$ cat config.mk
export PLATFORM = sky130hd
export DESIGN_NAME = wrap_counter
export DESIGN_NICKNAME = d
export VERILOG_FILES = /design/src/rtl/wrap_counter.sv
export SDC_FILE = /design/constraint.sdc
export NUM_CORES = 1
export LEC_CHECK = 0
export CAP_MARGIN = 0
export CORE_MARGIN = 5
export CORE_UTILIZATION = 37
export DETAILED_ROUTE_END_ITERATION = 6
export DONT_BUFFER_PORTS = 1
export GPL_TIMING_DRIVEN = 0
export SETUP_SLACK_MARGIN = 0.4
export SLEW_MARGIN = 30
export SYNTH_ARGS = -nofsm -noshare
export SYNTH_HDL_FRONTEND = slang
export SYNTH_SLANG_ARGS = --single-unit
$ cat constraint.sdc
create_clock -name clock -period 6 [get_ports clock]
set_input_delay 0.6 -clock clock [delete_from_list [all_inputs] [get_ports clock]]
set_output_delay 0.6 -clock clock [all_outputs]
set_load 0.02 [all_outputs]
$ cat src/rtl/wrap_counter.sv
// rtl/wrap_counter.sv - up/down step counter with programmable inclusive limit, wrap or saturate
module wrap_counter #(
  parameter int WIDTH     = 10,
  parameter bit EDGE_MODE = 1'b1,
  parameter bit SATURATE  = 1'b0
) (
  input  logic             clock,
  input  logic             reset,
  input  logic             step,
  input  logic             up,
  input  logic             load,
  input  logic [WIDTH-1:0] load_value,
  input  logic [WIDTH-1:0] max,
  output logic [WIDTH-1:0] count,
  output logic             wrap,
  output logic             at_max
);

  localparam logic [WIDTH-1:0] ONE  = {{(WIDTH-1){1'b0}}, 1'b1};
  localparam logic [WIDTH-1:0] ZERO = '0;

  logic             step_q;
  logic             adv;
  logic [WIDTH-1:0] next_count;
  logic             next_wrap;

  // step_q resets high so a step held across reset release is not seen as an edge
  assign adv = EDGE_MODE ? (step & ~step_q) : step;

  always_comb begin
    next_count = count;
    next_wrap  = 1'b0;
    if (load) begin
      next_count = (load_value > max) ? max : load_value;
    end else if (adv) begin
      if (up) begin
        if (count >= max) begin
          next_count = SATURATE ? max : ZERO;
          next_wrap  = 1'b1;
        end else begin
          next_count = count + ONE;
        end
      end else begin
        if (count == ZERO) begin
          next_count = SATURATE ? ZERO : max;
          next_wrap  = 1'b1;
        end else if (count > max) begin
          // max was lowered below count: clamp without flagging a limit event
          next_count = max;
        end else begin
          next_count = count - ONE;
        end
      end
    end
  end

  always_ff @(posedge clock) begin
    if (reset) begin
      count  <= ZERO;
      wrap   <= 1'b0;
      step_q <= 1'b1;
    end else begin
      count  <= next_count;
      wrap   <= next_wrap;
      step_q <= step;
    end
  end

  assign at_max = (count == max);

endmodule

# Word-level counts from Yosys, hierarchy flattened
# Cells that the tools add are included.
# totals
elab_cells	25
in_bits	25
reg_bits	12
out_inout_bits	12
# op_classes
addsub	2
n_lt_le_gt_ge	3
n_reduce_logical	3
bitwise_logic	3
muxes	10
eq_ne	1
# ops
operator	count
$mux 10	7
$gt 10x10->1	2
$add 10x1->10 const B	1
$eq 10x10->1	1
$ge 10x10->1	1
$logic_not 10->1	1
$sub 10x1->10 const B	1
$mux 1	3
$reduce_or 3->1	1
$not 1->1	2
$reduce_bool 2->1	1
$and 1x1->1	1

# Depth between registers and ports, before layout
# Gate-level depths: netlist of the first run.
# depth
word_depth	6
depth_mapped	9
depth_no_buf	9

# Worst setup path after synthesis of the first run
# Ideal clock, no wire load.
# synth_timing
path_kind	input port to flip-flop
startpoint	input port max[3]
endpoint	register count[2]
arrival_ns	2.354
path_stages	8
slack_ns	3.543
required_ns	5.897
path_buffers	0
setup_time_ns	0.103
path_cell_list	inv_1 > ha_1 > a21o_1 > a21o_1 > a2111oi_2 > nor2_4 > mux2i_1 > a2111oi_2
# synth_between
elab_chain_cells	6
elab_cells_between_ends	10
classes_between	order compare: 3; mux: 7
# synth_rtl
element	line	rtl
from (decl)	13	input logic [WIDTH-1:0] max,
$gt 10x10->1	47	end else if (count > max) begin
$mux 10	47	
$mux 10	44	if (count == ZERO) begin
$mux 10	36	if (up) begin
$mux 10	35	end else if (adv) begin
$mux 10 *	33	if (load) begin
to (signal assigned)	63	count <= next_count;
to (decl)	14	output logic [WIDTH-1:0] count,
# Mark *: on every way between the ends. The rest lies on a longest branch, timed or not. The select of a mux whose other input is x is not followed.
# A chain may end at the register's enable or synchronous reset.

# Worst setup path in the final report of the first run
# layout_timing
startpoint	register count[0]
endpoint	register count[9]
# layout_between
elab_chain_cells	6
elab_cells_between_ends	11
classes_between	add/sub: 2; order compare: 2; mux: 6; reduce/logical: 1
# layout_rtl
element	line
$sub 10x1->10 / $gt 10x10->1 (equally long branches)	51, 47
$mux 10	47
$mux 10	44
$mux 10 *	36
$mux 10 *	35
$mux 10 *	33
# Marks and branches as above.

==> out/qor.txt, run 1 <==
Vias in the first global route: 1795
Via density: 5.769
FF+latch count, synth: 12
GR Overflow Total: 0
First-pass GRT wire length: 8942 um
Leak: 0.8728 nW
Final ANT Viol Nets: 0
Cts bufs inserted: 3
Routed len/inst: 17.58 um
Period minus WS final: 2.749 ns
Worst setup EP type: flip-flop
Final Setup Violations: 0
Area after DPL: 1983 um2
Core Footprint: 5042 um2
Max-cap violations: 0
Initial antenna violation count: 0
First-pass DRT Iterations: 4
Worst reg2reg path endpoint: count[9]
Fin crit share: 45.82%
RSZ-0062 raised after global routing: no
Fmax: 363.8 MHz
Power density cells: 182.4 nW/um2
Area grow syn2layout: 6.799%
Unique masters post-synth: 51
Die area: 6654 um2
CTS Sinks: 12
WP data required: 6.15 ns
Row Count: 26
Worst Hold End: step_q
Most used flip-flop cell after synthesis: dfxtp_1
Die X: 81.58 um
TNS Setup: 0 ns
Post-synth EDFFs: 0
CP cell instances: inv_1 > ha_1 > nand4_2 > inv_1 > a21oi_2 > a21oi_2 > a221oi_1 > a2111oi_2
Worst Path Max Fanout: 9
Synth warn: 0
Worst Skew: 0.006506 ns
Largest net degree at the start of global routing: 11
Mapped Area: 1896 um2
Cell depth of the worst hold path: 1
Drt total wl: 5328 um
Antenna diodes: 0
Nature of the critical path startpoint: flip-flop
Top Ports: 37
CTS tree: built
Clock tree root buffer cell: clkbuf_8
Die Ht: 81.58 um
DP HPWL: 4280 um
Worst Path Buf+Inv: 2
Initial Utilization: 37.59%
Final Cell Area: 2024 um2
Avg Cell Area, Syn: 8.242 um2
Syn Nets: 278
Commonest non-fill, non-tap cells in the layout: 23 x nand2_1, 23 x ha_1, 17 x inv_1
Hold Path Origin: step
Post-CTS Repair Setup Buffers: 0
Initial DRC count: 215
FFs w/ async S/R, synth: 0%
Clock Pin Slew Worst Setup and Hold Paths: 0.07 ns
Input/output buffers: 0
Post-Syn Instances: 230
Worst slew pin tran: 0.7745 ns
Placer Congestion: 0.8825
Total Nets Final: 283
Worst skew pair latency: 0.25 ns
Outcome: completed
Worst vdd ir: 0.00007169 V
Worst reg2reg startpoint: count[0]
Crit Path Category: flip-flop to flip-flop
Critical Path AT: 2.90 ns
Crit path max-delay family: compound AO/OA/AOI/OAI gates
Final Hold Vio Count: 0
Resized cells post-CTS: 0
Clock tree buffer depth: 2
# hold bufs at CTS: 0
Final Power: 0.3693 mW
Via Count: 1748
H-tree lvl count: 1
R2r setup slk: 3.25 ns
Hold Path Class: input port to flip-flop
Seq/Total Area, Yosys: 12.67%
DRC Markers: 0
Crit path largest cell delay: 0.65 ns
Fraction of layout cells with a size suffix above 1: 15.02%
Worst slew margin: 48.37%
Fin. max-slew vios: 0
Critical path's slowest cell: dfxtp_1
GRT Total Usage: 17.29%
FF-to-FF path depth: 8
[per-stage QoR]
| stage | cells | worst slack [ns] | util (%) | hold WS (ns) |
|---|---|---|---|---|
| finish | 303 | 3.251 | 40.15 | 0.4493 |
| global route | 303 | 3.101 | 40.15 | 0.4502 |
| global placement | 300 | 3.253 | 39.33 | 0.7114 |
| detailed placement | 300 | 3.250 | 39.33 | 0.7118 |
| floorplan | 230 | 3.543 | - | 0.6694 |
| CTS | 303 | 3.253 | 40.15 | 0.4466 |
[worst register-to-register path, cell delays in order, from the launching register on]
cell,delay [ns]
dfxtp_1,0.65
inv_1,0.22
ha_1,0.40
nand4_2,0.17
inv_1,0.27
a21oi_2,0.10
a21oi_2,0.30
a221oi_1,0.18
a2111oi_2,0.36
[cell type report]
type,count,area [um2]
Fill cell,528,3018
Multi-Input combinational cell,191,1529
Sequential cell,12,240.2
Tap cell,70,87.58
Inverter,17,63.81
Buffer,10,62.56
Clock buffer,3,41.29
[kinds of logic after synthesis]
kind of cell    after synthesis  synth area share, %
mux                          10                5.281
fa+ha+maj                    23                15.18
buf+inv                      27                6.666
flops                        12                12.67
compound gates               58                27.66
simple gates                 84                25.15
xor+xnor                     16                7.393
[state kept, by name (all words and copies together), names as in the netlist]
register  flops
wrap          1
count        10
step_q        1
[metal layers]
metal / vias up / global-route usage, % / part of all wire, % / routed length (um)
li1: 868 / - / - / -
met1: 812 / 23.71 / 47 / 2489
met2: 63 / 27.61 / 46 / 2472
met3: 5 / 2.412 / 6.1 / 323
met4: 0 / 5.980 / 0.79 / 42
met5: - / 0 / 0 / 0
[cell usage after synthesis, drive strengths merged, types with 7 or more instances]
| cell | number | area share [%] |
|---|---|---|
| nand3 | 9 | 2.6 |
| nor2 | 15 | 3.8 |
| inv | 17 | 3.4 |
| mux2i | 10 | 5.3 |
| xnor2 | 10 | 4.6 |
| a21oi | 10 | 3.8 |
| ha | 23 | 15 |
| nand2b | 10 | 3.3 |
| nand2 | 23 | 4.6 |
| a221oi | 7 | 3.2 |
| a2111oi | 10 | 7.6 |
| dfxtp | 12 | 13 |
[where the power goes]
| group | internal (mW) | switching, mW |
|---|---|---|
| clock | 0.0446 | 0.0380 |
| combinational | 0.0732 | 0.104 |
| sequential | 0.0871 | 0.0226 |
[worst max-delay path by stage]
| stage | startpoint | end | cells past startpoint |
|---|---|---|---|
| finish | count[0] | count[9] | 8 |
| global route | count[0] | count[6] | 8 |
| CTS | count[0] | count[9] | 8 |
| detailed placement | max[8] | count[9] | 9 |
| global placement | max[9] | count[9] | 9 |
| floorplan | max[3] | count[2] | 8 |
Power figures use the tool's default switching activity.
==> run 2, diff against run 1 <==
Clock period 6 ns to 2.6 ns, I/O delays scaled along.
==> run 2 against run 1 <==
Net effect: routed wire length is 8.8% higher; design area is 15% higher; non-clock buffer count is 12 higher; fmax is 21% higher; first-iteration DRC count is 35% lower; utilization is 6.1 points higher; sequential share of layout area is 0.28 points lower; power grew to 2.6 times the previous value; clock power is 130% higher; setup slack worse by 2.9 ns; critical endpoint is now count[6]; highest routed layer unchanged.
==> out/qor.txt, run 2 (synthesized netlist as in run 1, its figures left out) <==
Commonest non-fill, non-tap cells in the layout: 23 x nand2_1, 17 x ha_1, 15 x inv_1
Die Ht: 81.58 um (unchanged)
Worst Path Max Fanout: 5 (-4)
Clock tree root buffer cell: clkbuf_8
Final Setup Violations: 0 (unchanged)
Area after DPL: 1988 um2 (+0.25%)
Critical Path AT: 2.41 ns (-0.49 ns)
Top Ports: 37 (unchanged)
Antenna diodes: 0 (unchanged)
RSZ-0062 raised after global routing: yes
Worst reg2reg startpoint: count[7]
Initial Utilization: 37.59% (unchanged)
Via Count: 1859 (+6.4%)
Min Hold Slack: 0.1104 ns (-0.3390 ns)
Switching share of power: 44.72% (+0.20 points)
Cell depth of the worst hold path: 1 (unchanged)
Worst Path Buf+Inv: 1 (-1)
Crit path max-delay family: compound AO/OA/AOI/OAI gates
CP cell instances: ha_4 > a211o_1 > a21oi_4 > o211ai_1 > nor2_4 > buf_6 > a221oi_4 > a2111oi_2
Area grow syn2layout: 23.04%
Final Cell Area: 2332 um2 (+15%)
Worst reg2reg path endpoint: count[6]
Crit path largest cell delay: 0.40 ns (-0.25 ns)
Clock network fraction of total power: 20.2% (-2.2 points)
Clock tree buffer depth: 2 (unchanged)
Reg with most FFs: count
Worst skew pair latency: 0.25 ns (about the same)
TNS Setup: 0 ns (unchanged)
Worst Skew: 0.004671 ns (-0.001835 ns)
Leak: 0.9442 nW (+8.2%)
Vias in the first global route: 1823 (+1.6%)
GRT Total Usage: 17.65% (+0.35 points)
Hold Path Origin: step
Fmax: 440.5 MHz (+21%)
Worst slew margin: 46.91% (-1.5 points)
First-pass DRT Iterations: 4 (unchanged)
Worst Hold End: step_q
Clock Pin Slew Worst Setup and Hold Paths: 0.07 ns (about the same)
Largest net degree at the start of global routing: 11 (unchanged)
DP HPWL: 4276 um (about the same)
Final ANT Viol Nets: 0 (unchanged)
FF-to-FF path depth: 8 (unchanged)
Fin crit share: 87.31% (+41 points)
CTS tree: built
Period minus WS final: 2.270 ns (-0.4790 ns)
R2r setup slk: 0.33 ns (-2.92 ns)
Most common cell after layout, fill and taps aside: nand2_1
Cts bufs inserted: 3 (unchanged)
Total Nets Final: 295 (+4.2%)
Int Power: 0.5255 mW (+160%)
Biggest regs: count: 10 flops, step_q: 1 flops, wrap: 1 flops
GR Overflow Total: 0 (unchanged)
Power density cells: 407.7 nW/um2 (+120%)
Worst vdd ir: 0.0001923 V (+170%)
CTS Sinks: 12 (unchanged)
Core Footprint: 5042 um2 (unchanged)
Max-cap violations: 0 (unchanged)
Nature of the critical path startpoint: flip-flop
Critical path's slowest cell: dfxtp_4
Routed len/inst: 18.40 um (+4.6%)
Max FFs per register: 10 (unchanged)
Crit Path Category: flip-flop to flip-flop
Seq pwr share: 27.2% (-2.5 points)
Input/output buffers: 0 (unchanged)
Initial antenna violation count: 0 (unchanged)
Row Count: 26 (unchanged)
Via density: 5.902 (+2.3%)
Fraction of layout cells with a size suffix above 1: 29.80% (+15 points)
WP data required: 2.74 ns (-3.41 ns)
Worst slew pin tran: 0.7963 ns (+0.02182 ns)
DRC Markers: 0 (unchanged)
Worst setup EP type: flip-flop
Placer Congestion: 0.8425 (-4.5%)
P_sw: 0.4252 mW (+160%)
Die area: 6654 um2 (unchanged)
Final Hold Vio Count: 0 (unchanged)
Initial DRC count: 140 (-35%)
Outcome: completed
Hold Path Class: input port to flip-flop
Comb power frac: 52.7% (+4.8 points)
Fin. max-slew vios: 0 (unchanged)
Die X: 81.58 um (unchanged)
H-tree lvl count: 1 (unchanged)
Drt total wl: 5796 um (+8.8%)
First-pass GRT wire length: 9087 um (+1.6%)
# hold bufs at CTS: 0 (unchanged)
run 2: changes by cell type in the layout (fill, tap and decap cells not counted), sizes merged:
cell  previous run  this run
buf              6        18
run 2: area by class of cell:
cell class | instances | area, um2
clock buffers | 3 | 41.29
fillers | 496 | 2710
multi-input cells | 191 | 1710
flip-flops and latches | 12 | 270.3
well taps | 70 | 87.58
repair buffers | 12 | 93.84
plain buffers | 10 | 62.56
inverters | 17 | 66.31
run 2: worst max path at each step:
stage                  start        to  cells after the start
floorplan           count[9]  count[9]                      8
global placement    count[0]  count[9]                      8
detailed placement  count[0]  count[9]                      8
CTS                 count[8]  count[7]                      9
global route        count[7]  count[6]                      8
finish              count[7]  count[6]                      8
run 2: power groups by stage:
stage | sequential [mW] | combinational [mW] | clock, mW
5_1_grt | 0.262 | 0.551 | 0.195
4_1_cts | 0.258 | 0.462 | 0.189
2_1_floorplan | 0.247 | 0.335 | 0
3_3_place_gp | 0.259 | 0.400 | 0
3_5_place_dp | 0.259 | 0.403 | 0
6_report | 0.258 | 0.501 | 0.192
run 2: metal layers:
layer	up-vias	GRT usage, %	part of all wire [%]
li1	890	-	-
met1	877	23.53	44
met2	77	28.75	46
met3	15	2.303	6.6
met4	0	6.811	2.7
met5	-	0	0
run 2: repair_timing:
item / in CTS / in global routing
buffers inserted: 8 / 4
pin swaps: 7 / 7
endpoints found under the hold margin: 0 / 0
resized for setup: 31 / 11
endpoints found under the setup margin: 10 / 10
run 2: stage by stage:
stage               util [%]  worst slack, ns  cells  total power, mW
global route           46.25           0.2352    315            1.008
detailed placement     39.43         -0.09716    300           0.6615
floorplan                  -           0.4002    230           0.5814
finish                 46.25           0.3299    315           0.9507
global placement       39.43          -0.1008    300           0.6595
CTS                    44.22           0.3946    311           0.9085
run 2: worst reg2reg max path: cells and delay by family, from the launching register on:
kind	cells	cell delay [ns]
AOI/OAI and AO/OA	5	1.16
adders and majority gates	1	0.22
buffers and inverters	1	0.13
DFF	1	0.40
and+or+nand+nor	1	0.24
